**config.mk**
```make
export PLATFORM = sky130hd
export DESIGN_NAME = wb_arbiter
export DESIGN_NICKNAME = d
export VERILOG_FILES = /design/src/rtl/wb_arbiter.sv
export SDC_FILE = /design/constraint.sdc
export NUM_CORES = 1
export LEC_CHECK = 0
export ABC_AREA = 1
export ABC_CLOCK_PERIOD_IN_PS = 7400
export CAP_MARGIN = 40
export CORE_MARGIN = 3
export CORE_UTILIZATION = 50
export DETAILED_ROUTE_END_ITERATION = 16
export DONT_BUFFER_PORTS = 1
export SLEW_MARGIN = 20
export SYNTH_ARGS = -nofsm -noshare
export SYNTH_HDL_FRONTEND = slang
export SYNTH_SLANG_ARGS = --single-unit
```
**constraint.sdc**
```tcl
create_clock -name clock -period 7.4 [get_ports clock]
set_input_delay 1.48 -clock clock [delete_from_list [all_inputs] [get_ports clock]]
set_output_delay 1.48 -clock clock [all_outputs]
set_load 0.01 [all_outputs]
```
**src/rtl/wb_arbiter.sv**
```systemverilog
// Writeback arbiter: buffers execution-unit results in per-source FIFOs and
// drives up to WRITE_PORTS register-file writes per cycle. Sources are served
// round-robin, with at most one write per destination per cycle. Writes to
// register 0 are consumed without being issued.
//
// Ports:
//   clock, reset_n        clock, asynchronous active-low reset
//   src_valid/src_ready   per-source result handshake
//   src_addr/src_data     per-source destination register and value
//   wr_enable/wr_addr/    registered register-file write ports
//   wr_data
//   busy                  any entry buffered or any write port enabled
module wb_arbiter #(
  parameter int unsigned NUM_SRC     = 4,
  parameter int unsigned WRITE_PORTS = 2,
  parameter int unsigned ADDR_WIDTH  = 5,
  parameter int unsigned DATA_WIDTH  = 32,
  parameter int unsigned BUF_DEPTH   = 2
) (
  input  logic                  clock,
  input  logic                  reset_n,
  input  logic [NUM_SRC-1:0]    src_valid,
  output logic [NUM_SRC-1:0]    src_ready,
  input  logic [ADDR_WIDTH-1:0] src_addr [NUM_SRC],
  input  logic [DATA_WIDTH-1:0] src_data [NUM_SRC],
  output logic [ADDR_WIDTH-1:0] wr_addr [WRITE_PORTS],
  output logic [WRITE_PORTS-1:0] wr_enable,
  output logic [DATA_WIDTH-1:0] wr_data [WRITE_PORTS],
  output logic                  busy
);

  localparam int unsigned SRC_W = (NUM_SRC > 1) ? $clog2(NUM_SRC) : 1;
  localparam int unsigned IDX_W = $clog2(BUF_DEPTH);
  localparam int unsigned PTR_W = IDX_W + 1;

  logic [SRC_W-1:0]      rr;
  logic [PTR_W-1:0]      wr_ptr [NUM_SRC];
  logic [PTR_W-1:0]      rd_ptr [NUM_SRC];
  logic [ADDR_WIDTH-1:0] mem_addr [NUM_SRC][BUF_DEPTH];
  logic [DATA_WIDTH-1:0] mem_data [NUM_SRC][BUF_DEPTH];

  logic [PTR_W-1:0]      count [NUM_SRC];
  logic [PTR_W-1:0]      cnt_next [NUM_SRC];
  logic [NUM_SRC-1:0]    empty;
  logic [NUM_SRC-1:0]    push;
  logic [NUM_SRC-1:0]    pop;
  logic [NUM_SRC-1:0]    ready_next;
  logic [NUM_SRC-1:0]    pending_next;
  logic [ADDR_WIDTH-1:0] head_addr [NUM_SRC];
  logic [DATA_WIDTH-1:0] head_data [NUM_SRC];

  logic [WRITE_PORTS-1:0] grant_en;
  logic [ADDR_WIDTH-1:0]  grant_addr [WRITE_PORTS];
  logic [DATA_WIDTH-1:0]  grant_data [WRITE_PORTS];
  logic                   any_grant;
  logic [SRC_W-1:0]       last_src;
  logic [SRC_W-1:0]       scan;
  logic                   conflict;
  logic                   placed;
  logic [SRC_W-1:0]       rr_next;
  logic                   busy_next;

  // FIFO occupancy, heads and accepted pushes
  always_comb begin
    for (int i = 0; i < NUM_SRC; i++) begin
      count[i]     = wr_ptr[i] - rd_ptr[i];
      empty[i]     = (count[i] == '0);
      head_addr[i] = mem_addr[i][rd_ptr[i][IDX_W-1:0]];
      head_data[i] = mem_data[i][rd_ptr[i][IDX_W-1:0]];
      push[i]      = src_valid[i] && src_ready[i];
    end
  end

  // Round-robin grant scan starting at rr; register-0 heads pop without a port
  always_comb begin
    pop       = '0;
    grant_en  = '0;
    any_grant = 1'b0;
    last_src  = '0;
    scan      = '0;
    conflict  = 1'b0;
    placed    = 1'b0;
    for (int k = 0; k < WRITE_PORTS; k++) begin
      grant_addr[k] = '0;
      grant_data[k] = '0;
    end
    for (int j = 0; j < NUM_SRC; j++) begin
      scan = SRC_W'((32'(rr) + 32'(j)) % NUM_SRC);
      if (!empty[scan]) begin
        if (head_addr[scan] == '0) begin
          pop[scan] = 1'b1;
          any_grant = 1'b1;
          last_src  = scan;
        end else begin
          conflict = 1'b0;
          placed   = 1'b0;
          for (int k = 0; k < WRITE_PORTS; k++) begin
            if (grant_en[k] && (grant_addr[k] == head_addr[scan])) conflict = 1'b1;
          end
          // ports fill in order, so the first free port is the next one
          for (int k = 0; k < WRITE_PORTS; k++) begin
            if (!conflict && !placed && !grant_en[k]) begin
              grant_en[k]   = 1'b1;
              grant_addr[k] = head_addr[scan];
              grant_data[k] = head_data[scan];
              placed        = 1'b1;
            end
          end
          if (placed) begin
            pop[scan] = 1'b1;
            any_grant = 1'b1;
            last_src  = scan;
          end
        end
      end
    end
    rr_next = any_grant ? SRC_W'((32'(last_src) + 32'd1) % NUM_SRC) : rr;
  end

  // Next-cycle occupancy drives the registered ready and busy flags
  always_comb begin
    for (int i = 0; i < NUM_SRC; i++) begin
      cnt_next[i]     = count[i] + PTR_W'(push[i]) - PTR_W'(pop[i]);
      ready_next[i]   = (cnt_next[i] < PTR_W'(BUF_DEPTH));
      pending_next[i] = (cnt_next[i] != '0);
    end
    busy_next = (|pending_next) | (|grant_en);
  end

  // Control state and registered outputs
  always_ff @(posedge clock or negedge reset_n) begin
    if (!reset_n) begin
      rr        <= '0;
      src_ready <= '0;
      wr_enable <= '0;
      busy      <= 1'b0;
      for (int i = 0; i < NUM_SRC; i++) begin
        wr_ptr[i] <= '0;
        rd_ptr[i] <= '0;
      end
      for (int k = 0; k < WRITE_PORTS; k++) begin
        wr_addr[k] <= '0;
        wr_data[k] <= '0;
      end
    end else begin
      rr        <= rr_next;
      src_ready <= ready_next;
      wr_enable <= grant_en;
      busy      <= busy_next;
      for (int i = 0; i < NUM_SRC; i++) begin
        if (push[i]) wr_ptr[i] <= wr_ptr[i] + PTR_W'(1);
        if (pop[i])  rd_ptr[i] <= rd_ptr[i] + PTR_W'(1);
      end
      for (int k = 0; k < WRITE_PORTS; k++) begin
        wr_addr[k] <= grant_addr[k];
        wr_data[k] <= grant_data[k];
      end
    end
  end

  // FIFO storage; validity is tracked by the pointers alone
  always_ff @(posedge clock) begin
    for (int i = 0; i < NUM_SRC; i++) begin
      if (push[i]) begin
        mem_addr[i][wr_ptr[i][IDX_W-1:0]] <= src_addr[i];
        mem_data[i][wr_ptr[i][IDX_W-1:0]] <= src_data[i];
      end
    end
  end

endmodule

```
# Yosys cells after proc, flatten, opt, wreduce, memory -nomap -nowiden
# Memory sizes are Yosys's and may differ from the RTL's.
# Index checks and enable logic that the tools add are counted.
[totals] ff_bits=99 latchBits=0 elab_cells=350 mem_bits_ro=0 mem_count=2 mem_bits_rw=296
[op_classes] bitwise_logic=16 n_mux=205 addsub=24 reduce_logical=53 shift=0 eq_ne=6 div_mod_pow=0 mul=0 order_cmp=28
[mem_list] name="mem_data" words=4 width=64 read_ports=4 rd_clocked_by_memory_dff=0 wr=4 line_no="40" rtl="logic [DATA_WIDTH-1:0] mem_data [NUM_SRC][BUF_DEPTH];"
[mem_list] name="mem_addr" words=4 width=10 read_ports=4 rd_clocked_by_memory_dff=0 wr=4 line_no="39" rtl="logic [ADDR_WIDTH-1:0] mem_addr [NUM_SRC][BUF_DEPTH];"
[ops] op="32-bit 2-to-1 mux" n=31
[ops] op="64-bit 2-to-1 mux" n=12
[ops] op="32-bit binary-select mux with 2-bit select" n=4
[ops] op="5-bit 2-to-1 mux" n=31
[ops] op="32-bit demux with 1-bit select" n=4
[ops] op="10-bit 2-to-1 mux" n=12
[ops] op="1-bit 2-to-1 mux" n=63
[ops] op="4-bit 2-to-1 mux" n=12
[ops] op="5-bit binary-select mux with 2-bit select" n=4
[ops] op="2-bit 2-to-1 mux" n=20
[ops] op="5-bit equality test" n=6
[ops] op="1-bit logical AND" n=27
[ops] op="2-bit by 1-bit adder with 2-bit output (second input constant)" n=10
[ops] op="5-bit demux with 1-bit select" n=4
[ops] op="5-bit zero test" n=4
[ops] op="2-bit greater-or-equal comparator (second input constant)" n=8
[ops] op="1-bit NOT with 2-bit output" n=8
[ops] op="3-bit greater-or-equal comparator (second input constant)" n=4
[ops] op="1-bit zero test" n=12
[ops] op="2-bit by 3-bit less-than comparator with 1-bit output (second input constant)" n=4
[ops] op="2-bit NOT with 3-bit output" n=4
[ops] op="4-bit bitwise OR" n=3
[ops] op="2-bit by 1-bit adder with 2-bit output" n=4
[ops] op="1-bit binary-select mux with 2-bit select" n=4
[ops] op="other kinds (12)" n=37

# Longest topological paths before layout
# Gate-level depths: netlist of the first run.
[depth] word_depth=71 mapped_depth=40 ltp_nobuf=39

# Worst setup path after synthesis of the first run
# Ideal clock, no wire load.
[synth_timing] path_type="reg2reg" start="register rr[1]" end="register busy" synth_period_minus_slack_ns=5.231 setup_slack_ns=2.169 path_stages_with_launch=40 required_time_ns=7.278 arrival_time_ns=5.109 path_cell_list="dfrtp_1 -> buf_2 -> inv_2 -> buf_2 -> buf_1 -> clkbuf_1 -> ha_1 -> buf_2 -> clkinv_1 -> nand3_1 -> nand2_1 -> nor2_1 -> nand3_1 -> nand2_1 -> inv_2 -> nand3_1 -> nand2_1 -> nand2_1 -> (+4 left out) -> nor2_8 -> nand2_1 -> nand2_1 -> nand2_1 -> nand2_1 -> nor2_1 -> nand3_2 -> nand3_2 -> a21oi_2 -> nand2_1 -> nand2_1 -> ha_1 -> inv_1 -> ha_1 -> nor4_1 -> nand4_1 -> nor2_1 -> nand2_1"
[synth_via] elab_chain_len=63 elab_cells_between_ends=165 classes_between="7 x add/sub; 8 x order compare; 6 x eq/ne; 95 x mux; 8 x bitwise; 41 x reduce/logical"
[synth_lines] element="from (decl)" line_no="36" rtl="logic [SRC_W-1:0] rr;"
[synth_lines] element="from (signal assigned)" line_no="146" rtl="rr <= rr_next;"
[synth_lines] element="2-bit NOT with 3-bit output (implied by the code)" line_no="90, 104"
[synth_lines] element="5-bit binary-select mux with 2-bit select" line_no="90, 104"
[synth_lines] element="5-bit 2-to-1 mux (implied by the code) (2 in a row)" line_no="90, 104"
[synth_lines] element="5-bit zero test"
[synth_lines] element="10-bit 2-to-1 mux" line_no="90" rtl="if (head_addr[scan] == '0) begin"
[synth_lines] element="10-bit 2-to-1 mux" line_no="89" rtl="if (!empty[scan]) begin"
[synth_lines] element="5-bit equality test" line_no="98" rtl="if (grant_en[k] && (grant_addr[k] == head_addr[scan])) conflict = 1'b1;"
[synth_lines] element="1-bit logical AND" line_no="98"
[synth_lines] element="(+47 left out)"
[synth_lines] element="4-bit 2-to-1 mux" line_no="109" rtl="if (placed) begin"
[synth_lines] element="4-bit 2-to-1 mux" line_no="90"
[synth_lines] element="4-bit 2-to-1 mux" line_no="89"
[synth_lines] element="2-bit by 1-bit subtractor with 2-bit output" line_no="123" rtl="cnt_next[i] = count[i] + PTR_W'(push[i]) - PTR_W'(pop[i]);"
[synth_lines] element="2-bit nonzero test" line_no="125" rtl="pending_next[i] = (cnt_next[i] != '0);"
[synth_lines] element="4-bit OR reduction" line_no="127" rtl="busy_next = (|pending_next) | (|grant_en);"
[synth_lines] element="1-bit bitwise OR (*)" line_no="127"
[synth_lines] element="via busy_next" line_no="61" rtl="logic busy_next;"
[synth_lines] element="to (signal assigned)" line_no="149" rtl="busy <= busy_next;"
[synth_lines] element="to (decl)" line_no="29" rtl="output logic busy"
# The timed path passes the listed nets; every way through them passes the cells marked *. The select of a mux whose other input is x is not followed.
# A chain may end at the register's enable or synchronous reset.

# Final worst setup path of the first run
[layout_timing] start="register rd_ptr[0] (netlist bit)" end="register busy"
[layout_via] elab_chain_len=66 elab_cells_between_ends=144 classes_between="6 x add/sub; 6 x eq/ne; 89 x mux; 5 x bitwise; 38 x reduce/logical"
[layout_lines] element="from (decl)" line_no="38" rtl="logic [PTR_W-1:0] rd_ptr [NUM_SRC];"
[layout_lines] element="from (signal, indexed assignment)" line_no="152" rtl="if (pop[i]) rd_ptr[i] <= rd_ptr[i] + PTR_W'(1);"
[layout_lines] element="1-bit NOT with 2-bit output (implied by the code)" line_no="68" rtl="head_addr[i] = mem_addr[i][rd_ptr[i][IDX_W-1:0]];"
[layout_lines] element="5-bit 2-to-1 mux (implied by the code) (3 in a row)" line_no="68"
[layout_lines] element="5-bit binary-select mux with 2-bit select" line_no="90, 104"
[layout_lines] element="5-bit 2-to-1 mux (implied by the code) (2 in a row)" line_no="90, 104"
[layout_lines] element="5-bit zero test"
[layout_lines] element="10-bit 2-to-1 mux" line_no="90"
[layout_lines] element="10-bit 2-to-1 mux" line_no="89"
[layout_lines] element="5-bit equality test" line_no="98"
[layout_lines] element="(+49 left out)"
[layout_lines] element="4-bit 2-to-1 mux" line_no="90"
[layout_lines] element="4-bit 2-to-1 mux (*)" line_no="89"
[layout_lines] element="via pop[1]" line_no="46" rtl="logic [NUM_SRC-1:0] pop;"
[layout_lines] element="2-bit by 1-bit subtractor with 2-bit output (*)" line_no="123"
[layout_lines] element="2-bit nonzero test (*)" line_no="125"
[layout_lines] element="4-bit OR reduction (*)" line_no="127"
[layout_lines] element="1-bit bitwise OR (*)" line_no="127"
[layout_lines] element="via busy_next" line_no="61"
# Marks and branches as above.

==> results_dict.tcl, run 1 <==
set metrics [dict create \
    outcome "finished clean" \
    core_area_um2 39000 \
    endpoint_kind "flop" \
    clock-sinks 395 \
    numCtsBuffers 43 \
    cts.repair.resized 0 \
    cap_viol_max_count 0 \
    synth-edff-count 296 \
    synth_top_area_cell "edfxtp_1" \
    finalNetCount 2349 \
    synth.most_common_cell "nand2_1" \
    critical-path-max-stage-delay_ps 430 \
    holdPathEnd "wr_ptr[7]" \
    port_buffers 0 \
    start_kind "flop" \
    start_util 0.511 \
    synthSimpleGateAreaFrac 0.213 \
    grt_overflow_total 0 \
    track_usage 0.295 \
    syn_avg_cell_area_um2 8.99 \
    slowest_stage "buf_4" \
    grt_setup_unrepaired "false" \
    arrival_ps 6290 \
    synth_ff_type "edfxtp_1" \
    fin_skew_ps 13.9 \
    dr_total_vias 15493 \
    viasPerCell 5.68 \
    synth_common_cells "nand2_1 (815), edfxtp_1 (296), o21ai_0 (238)" \
    path_depth 38 \
    rows 72 \
    worst_path_most_repeated_cell "nand2_1" \
    gp_congestion 0.946 \
    hold_class "reg -> reg" \
    regToRegEndpoint "busy" \
    crit_fanout 39 \
    dpl_cell_area_um2 20500 \
    ys_top_cells_by_area "edfxtp_1 (45%), nand2_1 (15%), dfrtp_1 (12%), o21ai_0 (6.0%), mux2i_1 (3.2%)" \
    cts_tree "built" \
    synth_top_family_by_area "simple AND/OR/NAND/NOR gates" \
    hold_buffers 0 \
    final.setup.tns_ps 0 \
    synth_mux_area_frac 0.0321 \
    first_pass_iters 5 \
    yosysSeqAreaShare 0.570 \
    clk_pin_slew_ps 60 \
    finalSetupViolCount 0 \
    wl_per_cell_um 22.9 \
    grt_max_degree 100 \
    synth_top_area_frac 0.446 \
    worst_pin_slew_ps 789 \
    clock_path_buffers 3 \
    die_h_um 206 \
    synth-seq-cells 395 \
    ys_async_sr_fraction 0.251 \
    synth_area_um2 19900 \
    fin_crit_sh 0.789 \
    r2r-start "rd_ptr[0]" \
    cp_top_family "simple AND/OR/NAND/NOR gates" \
    finalMaxSlewViolations 0 \
    post-cts-setup-buffers 0 \
    syn_inst 2216 \
    chipWidth_um 206 \
    antenna_found_initial 0 \
    dr.first_iter.drc_count 1262 \
    root_buffer "clkbuf_16" \
    drt_wl_total_mm 62.5 \
    antennaDiodeCount 0 \
    timing.fmax_ghz 0.171 \
    ant_nets 0 \
    hold_violations 0 \
    clock_latency_ps 570 \
    ioPinCount 235 \
    ys_warn_count 0 \
    rr_worst_depth 38 \
    die-area_um2 42300 \
    grt_pass1_vias 15253 \
    min_path_cells 1 \
    finalCriticalPeriod_ps 5840 \
    syn_to_final_growth_pct 9.81 \
    dp_hpwl_mm 45.3 \
    fin_area_um2 21900 \
    r2r_slack_ps 1560 \
    drc_errors 0 \
    crit_required_ps 7850 \
    synthAdderAreaFrac 0.0113 \
    grt_pass1_wl_mm 92.8 \
    syn_nets 2388 \
    worst_hold_startpoint "wr_ptr[7]" \
    synth_xor_area_frac 0.0110 \
    crit_type "reg -> reg" \
    path_buf_inv 4 \
    synth_compound_area_frac 0.102 \
    synthDistinctLibCells 46 \
    cts_max_level 2 \
    final_core_util 0.561 \
    layout-drive-gt1-share 0.0674 \
    slew_headroom 0.474 \
]
## kinds of logic after synthesis
logic type / count (synthesis)
buf+inv: 292
compound gates: 370
flops: 395
mux: 64
fa+ha+maj: 18
simple gates: 1052
xor+xnor: 25
## layer usage
metal | up-vias | global-route usage | part of all wire
li1 | 7309 | - | -
met1 | 7513 | 0.352 | 0.38
met2 | 535 | 0.520 | 0.51
met3 | 136 | 0.0435 | 0.052
met4 | 0 | 0.146 | 0.055
met5 | - | 0 | 0
## registers in the layout, summed over array words and instances (netlist names)
name and flops:
wr_data 64, src_ready 4, rd_ptr 8, mem_data 256, mem_addr 40, rr 2, busy 1, wr_ptr 8
wr_addr 10, wr_enable 2
## worst register-to-register path: cells and delay by family, from the launching register on
| family | cells | cell delay [ps] |
|---|---|---|
| DFF | 1 | 370 |
| xor gates and xnor gates | 2 | 540 |
| and+or+nand+nor | 28 | 3010 |
| buffers and inverters | 4 | 920 |
| AOI/OAI and AO/OA | 1 | 110 |
| adders and majority gates | 3 | 740 |
## cell usage in the layout, fill, tap and decap left out, types with 4 or more instances in the layout
cell type  count
a21oi_1       73
a221oi_1      32
buf_16         6
buf_4         25
clkbuf_1      14
clkbuf_16     43
clkbuf_8       5
dfrtp_1       98
edfxtp_1     296
ha_1          17
inv_1        158
inv_2         14
inv_6          4
mux2i_1       64
nand2_1      815
nand2_2        7
nand3_1      100
nand3_2        7
nor2_1        98
nor2_4         9
o211ai_1       4
o21ai_0      238
o21ai_1        9
xor2_1        22
## final cells by class
cell class,instances,area [µm²]
tap,518,648
clock buffer,62,1200
fill,3450,17100
clock inverter,16,161
multi-input combinational,1529,7440
sequential,395,11400
timing repair buffer,35,418
inverter,173,652
## how the worst max path moves through the flow
stage	startpoint	endpoint	slack [ps]
after floorplan	rr[1]	busy	2170
after global placement	rd_ptr[0]	busy	1680
after detailed placement	rd_ptr[0]	busy	1640
after CTS	rd_ptr[0]	busy	1620
after global routing	rd_ptr[0]	busy	960
final	rd_ptr[0]	busy	1560
## stage by stage
step / hold slack (ps) / std cells / setup WS (ps)
4_1_cts: 502 / 2728 / 1620
3_5_place_dp: 491 / 2650 / 1640
3_3_place_gp: 488 / 2640 / 1680
5_1_grt: 531 / 2728 / 962
2_1_floorplan: 463 / 2216 / 2170
6_report: 502 / 2728 / 1560
Power of run 1 is not shown: default switching activity piles up to over one toggle a cycle in this logic, so the estimate is an artifact.
==> run 2, diff against run 1 <==
--- a/config.mk
+++ b/config.mk
@@ -6,12 +6,13 @@
 export NUM_CORES = 1
 export LEC_CHECK = 0
 export ABC_AREA = 1
-export ABC_CLOCK_PERIOD_IN_PS = 7400
+export ABC_CLOCK_PERIOD_IN_PS = 5300
 export CAP_MARGIN = 40
 export CORE_MARGIN = 3
 export CORE_UTILIZATION = 50
 export DETAILED_ROUTE_END_ITERATION = 16
 export DONT_BUFFER_PORTS = 1
+export PLACE_DENSITY = 0.68
 export SLEW_MARGIN = 20
 export SYNTH_ARGS = -nofsm -noshare
 export SYNTH_HDL_FRONTEND = slang
==> constraint.sdc (replaced) <==
create_clock -name clock -period 5.3 [get_ports clock]
set_input_delay 1.06 -clock clock [delete_from_list [all_inputs] [get_ports clock]]
set_output_delay 1.06 -clock clock [all_outputs]
set_load 0.01 [all_outputs]
==> results_dict.tcl, run 2 (same netlist as run 1, synthesis figures left out) <==
set metrics [dict create \
    ant_nets 0 \
    dr_total_vias 15669 \
    cap_viol_max_count 0 \
    outcome "finished clean" \
    crit_required_ps 5760 \
    r2r-start "rr[0]" \
    multiInputGateArea_um2 7500 \
    layout-drive-gt1-share 0.0781 \
    crit_fanout 21 \
    clock-sinks 395 \
    grt_overflow_total 0 \
    rows 72 \
    critical_path.endpoint "busy" \
    chipWidth_um 206 \
    path_buf_inv 7 \
    seqCellArea_um2 11400 \
    largest_reg_flops 256 \
    antenna_found_initial 1 \
    gp_congestion 0.958 \
    clock_path_buffers 3 \
    critical-path-max-stage-delay_ps 500 \
    final_common_cell "nand2_1" \
    drt_wl_total_mm 61.9 \
    cts_tree "built" \
    die_h_um 206 \
    drc_errors 0 \
    grt_setup_unrepaired "false" \
    nFillCells 3413 \
    track_usage 0.290 \
    slowest_stage "dfrtp_4" \
    grt_pass1_wl_mm 90.8 \
    antennaDiodeCount 0 \
    cp_top_family "simple AND/OR/NAND/NOR gates" \
    regToRegEndpoint "busy" \
    die-area_um2 42300 \
    hold_violations 0 \
    grt_pass1_vias 15157 \
    clk_pin_slew_ps 70 \
    final.setup.tns_ps 0 \
    start_kind "flop" \
    rr_worst_depth 31 \
    first_pass_iters 6 \
    endpoint_kind "flop" \
    start_util 0.511 \
    dp_hpwl_mm 44.1 \
    hold_buffers 0 \
    slew_headroom 0.396 \
    most-common-layout-cells "nand2_1 (814), edfxtp_1 (296), o21ai_0 (237)" \
    hold_class "in -> async" \
    cts_max_level 2 \
    wl_per_cell_um 22.5 \
    numCtsBuffers 42 \
    clock_latency_ps 590 \
    finalSetupViolCount 0 \
    path_depth 31 \
    finalMaxSlewViolations 0 \
    root_buffer "clkbuf_16" \
    timing.fmax_ghz 0.201 \
    crit_type "reg -> reg" \
    finalNetCount 2368 \
    viasPerCell 5.71 \
    syn_to_final_growth_pct 10.8 \
    dr.first_iter.drc_count 1317 \
    ioPinCount 235 \
    finalCriticalPeriod_ps 4980 \
    fin_crit_sh 0.939 \
    fin_skew_ps 22.9 \
    core_area_um2 39000 \
    crit_start "rr[0]" \
    r2r_slack_ps 320 \
    grt_max_degree 100 \
    port_buffers 0 \
    worst_pin_slew_ps 896 \
    arrival_ps 5440 \
]
-- run 2: changes by cell type in the layout (fill, tap and decap cells not counted), sizes merged --
cell	delta
clkbuf	-7
clkinv	+9
inv	-5
clkinvlp	+1
buf	+20
-- run 2: area by class of cell --
class | count | share of cell area
Inverter | 173 | 0.0296
Sequential cell | 395 | 0.515
Clock inverter | 21 | 0.00924
Clock buffer | 55 | 0.0517
Tap cell | 518 | 0.0294
Timing Repair Buffer | 55 | 0.0252
Multi-Input combinational cell | 1529 | 0.340
-- run 2: how the worst min path moves through the flow --
stage | to | cells after the start
floorplan | wr_ptr[1] | 1
global placement | wr_ptr[5] | 1
detailed placement | wr_ptr[7] | 1
CTS | wr_data[20] | 0
global route | wr_addr[1] | 0
finish | wr_data[63] | 0
-- run 2: per-stage QoR --
stage                     cells  worst slack (ps)  cell area [µm²]  hold slack [ps]  utilization
after floorplan            2216              69.4            19900              463            -
after global placement     2657               236            20400              486        0.524
after detailed placement   2664               200            20600              492        0.528
after CTS                  2740               185            21900              145        0.562
after global routing       2746              13.5            22100              162        0.566
final                      2746               323            22100              179        0.566
-- run 2: per-layer routing --
layer  track usage  routed length [µm]
met5             0                   0
met1         0.336               22900
met4         0.165                3850
met2         0.503               31200
met3        0.0546                3880
-- run 2: what timing repair did --
item / CTS / global route
gates resized for setup: 0 / 24
setup buffers: 0 / 6
endpoints found under the setup margin: 0 / 2
Power of run 2 is left out for the same reason.
==> run 3, diff against run 2 <==
--- a/config.mk
+++ b/config.mk
@@ -6,13 +6,13 @@
 export NUM_CORES = 1
 export LEC_CHECK = 0
 export ABC_AREA = 1
-export ABC_CLOCK_PERIOD_IN_PS = 5300
+export ABC_CLOCK_PERIOD_IN_PS = 4700
 export CAP_MARGIN = 40
 export CORE_MARGIN = 3
 export CORE_UTILIZATION = 50
 export DETAILED_ROUTE_END_ITERATION = 16
 export DONT_BUFFER_PORTS = 1
-export PLACE_DENSITY = 0.68
+export PLACE_DENSITY = 0.65
 export SLEW_MARGIN = 20
 export SYNTH_ARGS = -nofsm -noshare
 export SYNTH_HDL_FRONTEND = slang
==> constraint.sdc (replaced) <==
create_clock -name clock -period 4.7 [get_ports clock]
set_input_delay 0.94 -clock clock [delete_from_list [all_inputs] [get_ports clock]]
set_output_delay 0.94 -clock clock [all_outputs]
set_load 0.01 [all_outputs]
==> results_dict.tcl, run 3 (same netlist as run 1, synthesis figures left out) <==
set metrics [dict create \
    timing.fmax_ghz 0.219 \
    cts_max_level 2 \
    dpl_cell_area_um2 21000 \
    finalMaxSlewViolations 0 \
    core_area_um2 39000 \
    syn_to_final_growth_pct 15.3 \
    viasPerCell 5.63 \
    gp_congestion 1.00 \
    start_kind "flop" \
    outcome "finished clean" \
    finalCriticalPeriod_ps 4560 \
    arrival_ps 5010 \
    cap_viol_max_count 0 \
    final.setup.tns_ps 0 \
    clock-sinks 395 \
    die_h_um 206 \
    slew_headroom 0.470 \
    grt_max_degree 100 \
    cts_tree "built" \
    final_common_cell "nand2_1" \
    start_util 0.511 \
    multiInputGateArea_um2 7880 \
    dp_hpwl_mm 44.6 \
    final_core_util 0.589 \
    crit_required_ps 5150 \
    track_usage 0.290 \
    chipWidth_um 206 \
    rows 72 \
    ioPinCount 235 \
    finalNetCount 2430 \
    drt_wl_total_mm 62.2 \
    seqCellArea_um2 11400 \
    port_buffers 0 \
    root_buffer "clkbuf_16" \
    endpoint_kind "flop" \
    grt_pass1_wl_mm 91.1 \
    wl_per_cell_um 22.1 \
    hold_buffers 0 \
    grt_pass1_vias 15344 \
    grt_overflow_total 0 \
    slowest_stage "dfrtp_4" \
    finalSetupViolCount 0 \
    largest_reg_flops 256 \
    drc_errors 0 \
    antennaDiodeCount 0 \
    antenna_found_initial 0 \
    layout-drive-gt1-share 0.134 \
    worst_pin_slew_ps 795 \
    first_pass_iters 5 \
    hold_violations 0 \
    most-common-layout-cells "nand2_1 (779), edfxtp_1 (296), o21ai_0 (235)" \
    die-area_um2 42300 \
    clock_latency_ps 580 \
    crit_type "reg -> reg" \
    fin_crit_sh 0.971 \
    ant_nets 0 \
    dr_total_vias 15825 \
    crit_fanout 14 \
    clk_pin_slew_ps 70 \
    hold_class "in -> async" \
    numCtsBuffers 42 \
    dr.first_iter.drc_count 1053 \
    worst_path_most_repeated_cell "nor2_1" \
    fin_skew_ps 17.7 \
    clock_path_buffers 3 \
    critical-path-max-stage-delay_ps 500 \
    nFillCells 3337 \
    fin_area_um2 23000 \
]
[run 3: worst paths after layout]
kind / endpoint / slack (ps) / cells after the start / startpoint
min in group clock: mem_data[1][34] / 450 / 0 / src_data[66]
setup reg to reg: busy / 140 / 29 / rr[0]
hold / removal: wr_data[62] / 50 / 0 / reset_n
setup / recovery: busy / 140 / 29 / rr[0]
hold reg to reg: wr_ptr[7] / 490 / 1 / wr_ptr[7]
max in group asynchronous: rr[0] / 4470 / 0 / reset_n
[run 3: worst max-delay path: cells and delay by family, from the launching register on]
family	cells	cell delay, ps
and+or+nand+nor	17	2070
AOI/OAI and AO/OA	2	370
buffers and inverters	5	530
adders and majority gates	2	460
DFF	1	500
xor gates and xnor gates	3	490
[run 3: per-stage QoR]
stage / hold WS [ps] / std cells / setup WS (ps)
floorplan: 463 / 2216 / 0.123
global placement: 480 / 2703 / 77.8
detailed placement: 486 / 2709 / -42.7
CTS: 27.9 / 2787 / 0.874
global route: 30.9 / 2810 / -114
finish: 53.0 / 2810 / 136
[run 3: repair_timing]
| action | CTS | global route |
|---|---|---|
| resized for setup | 2 | 115 |
| setup endpoints to repair | 1 | 5 |
| cloned | 0 | 1 |
| pin swaps | 0 | 43 |
| setup buffers | 0 | 22 |
[run 3: layout make-up]
class                   count  share of cell area
clock inverters            18             0.00795
flip-flops and latches    395               0.495
multi-input cells        1529               0.343
well taps                 518              0.0282
inverters                 173              0.0290
clock buffers              60              0.0509
repair buffers            117              0.0464
[run 3: metal layers]
metal | up-vias | share of wire | global-route usage
met5 | - | 0 | 0
met2 | 603 | 0.50 | 0.508
met1 | 7555 | 0.36 | 0.328
li1 | 7469 | - | -
met4 | 0 | 0.075 | 0.185
met3 | 198 | 0.059 | 0.0508
Power of run 3 is left out for the same reason.
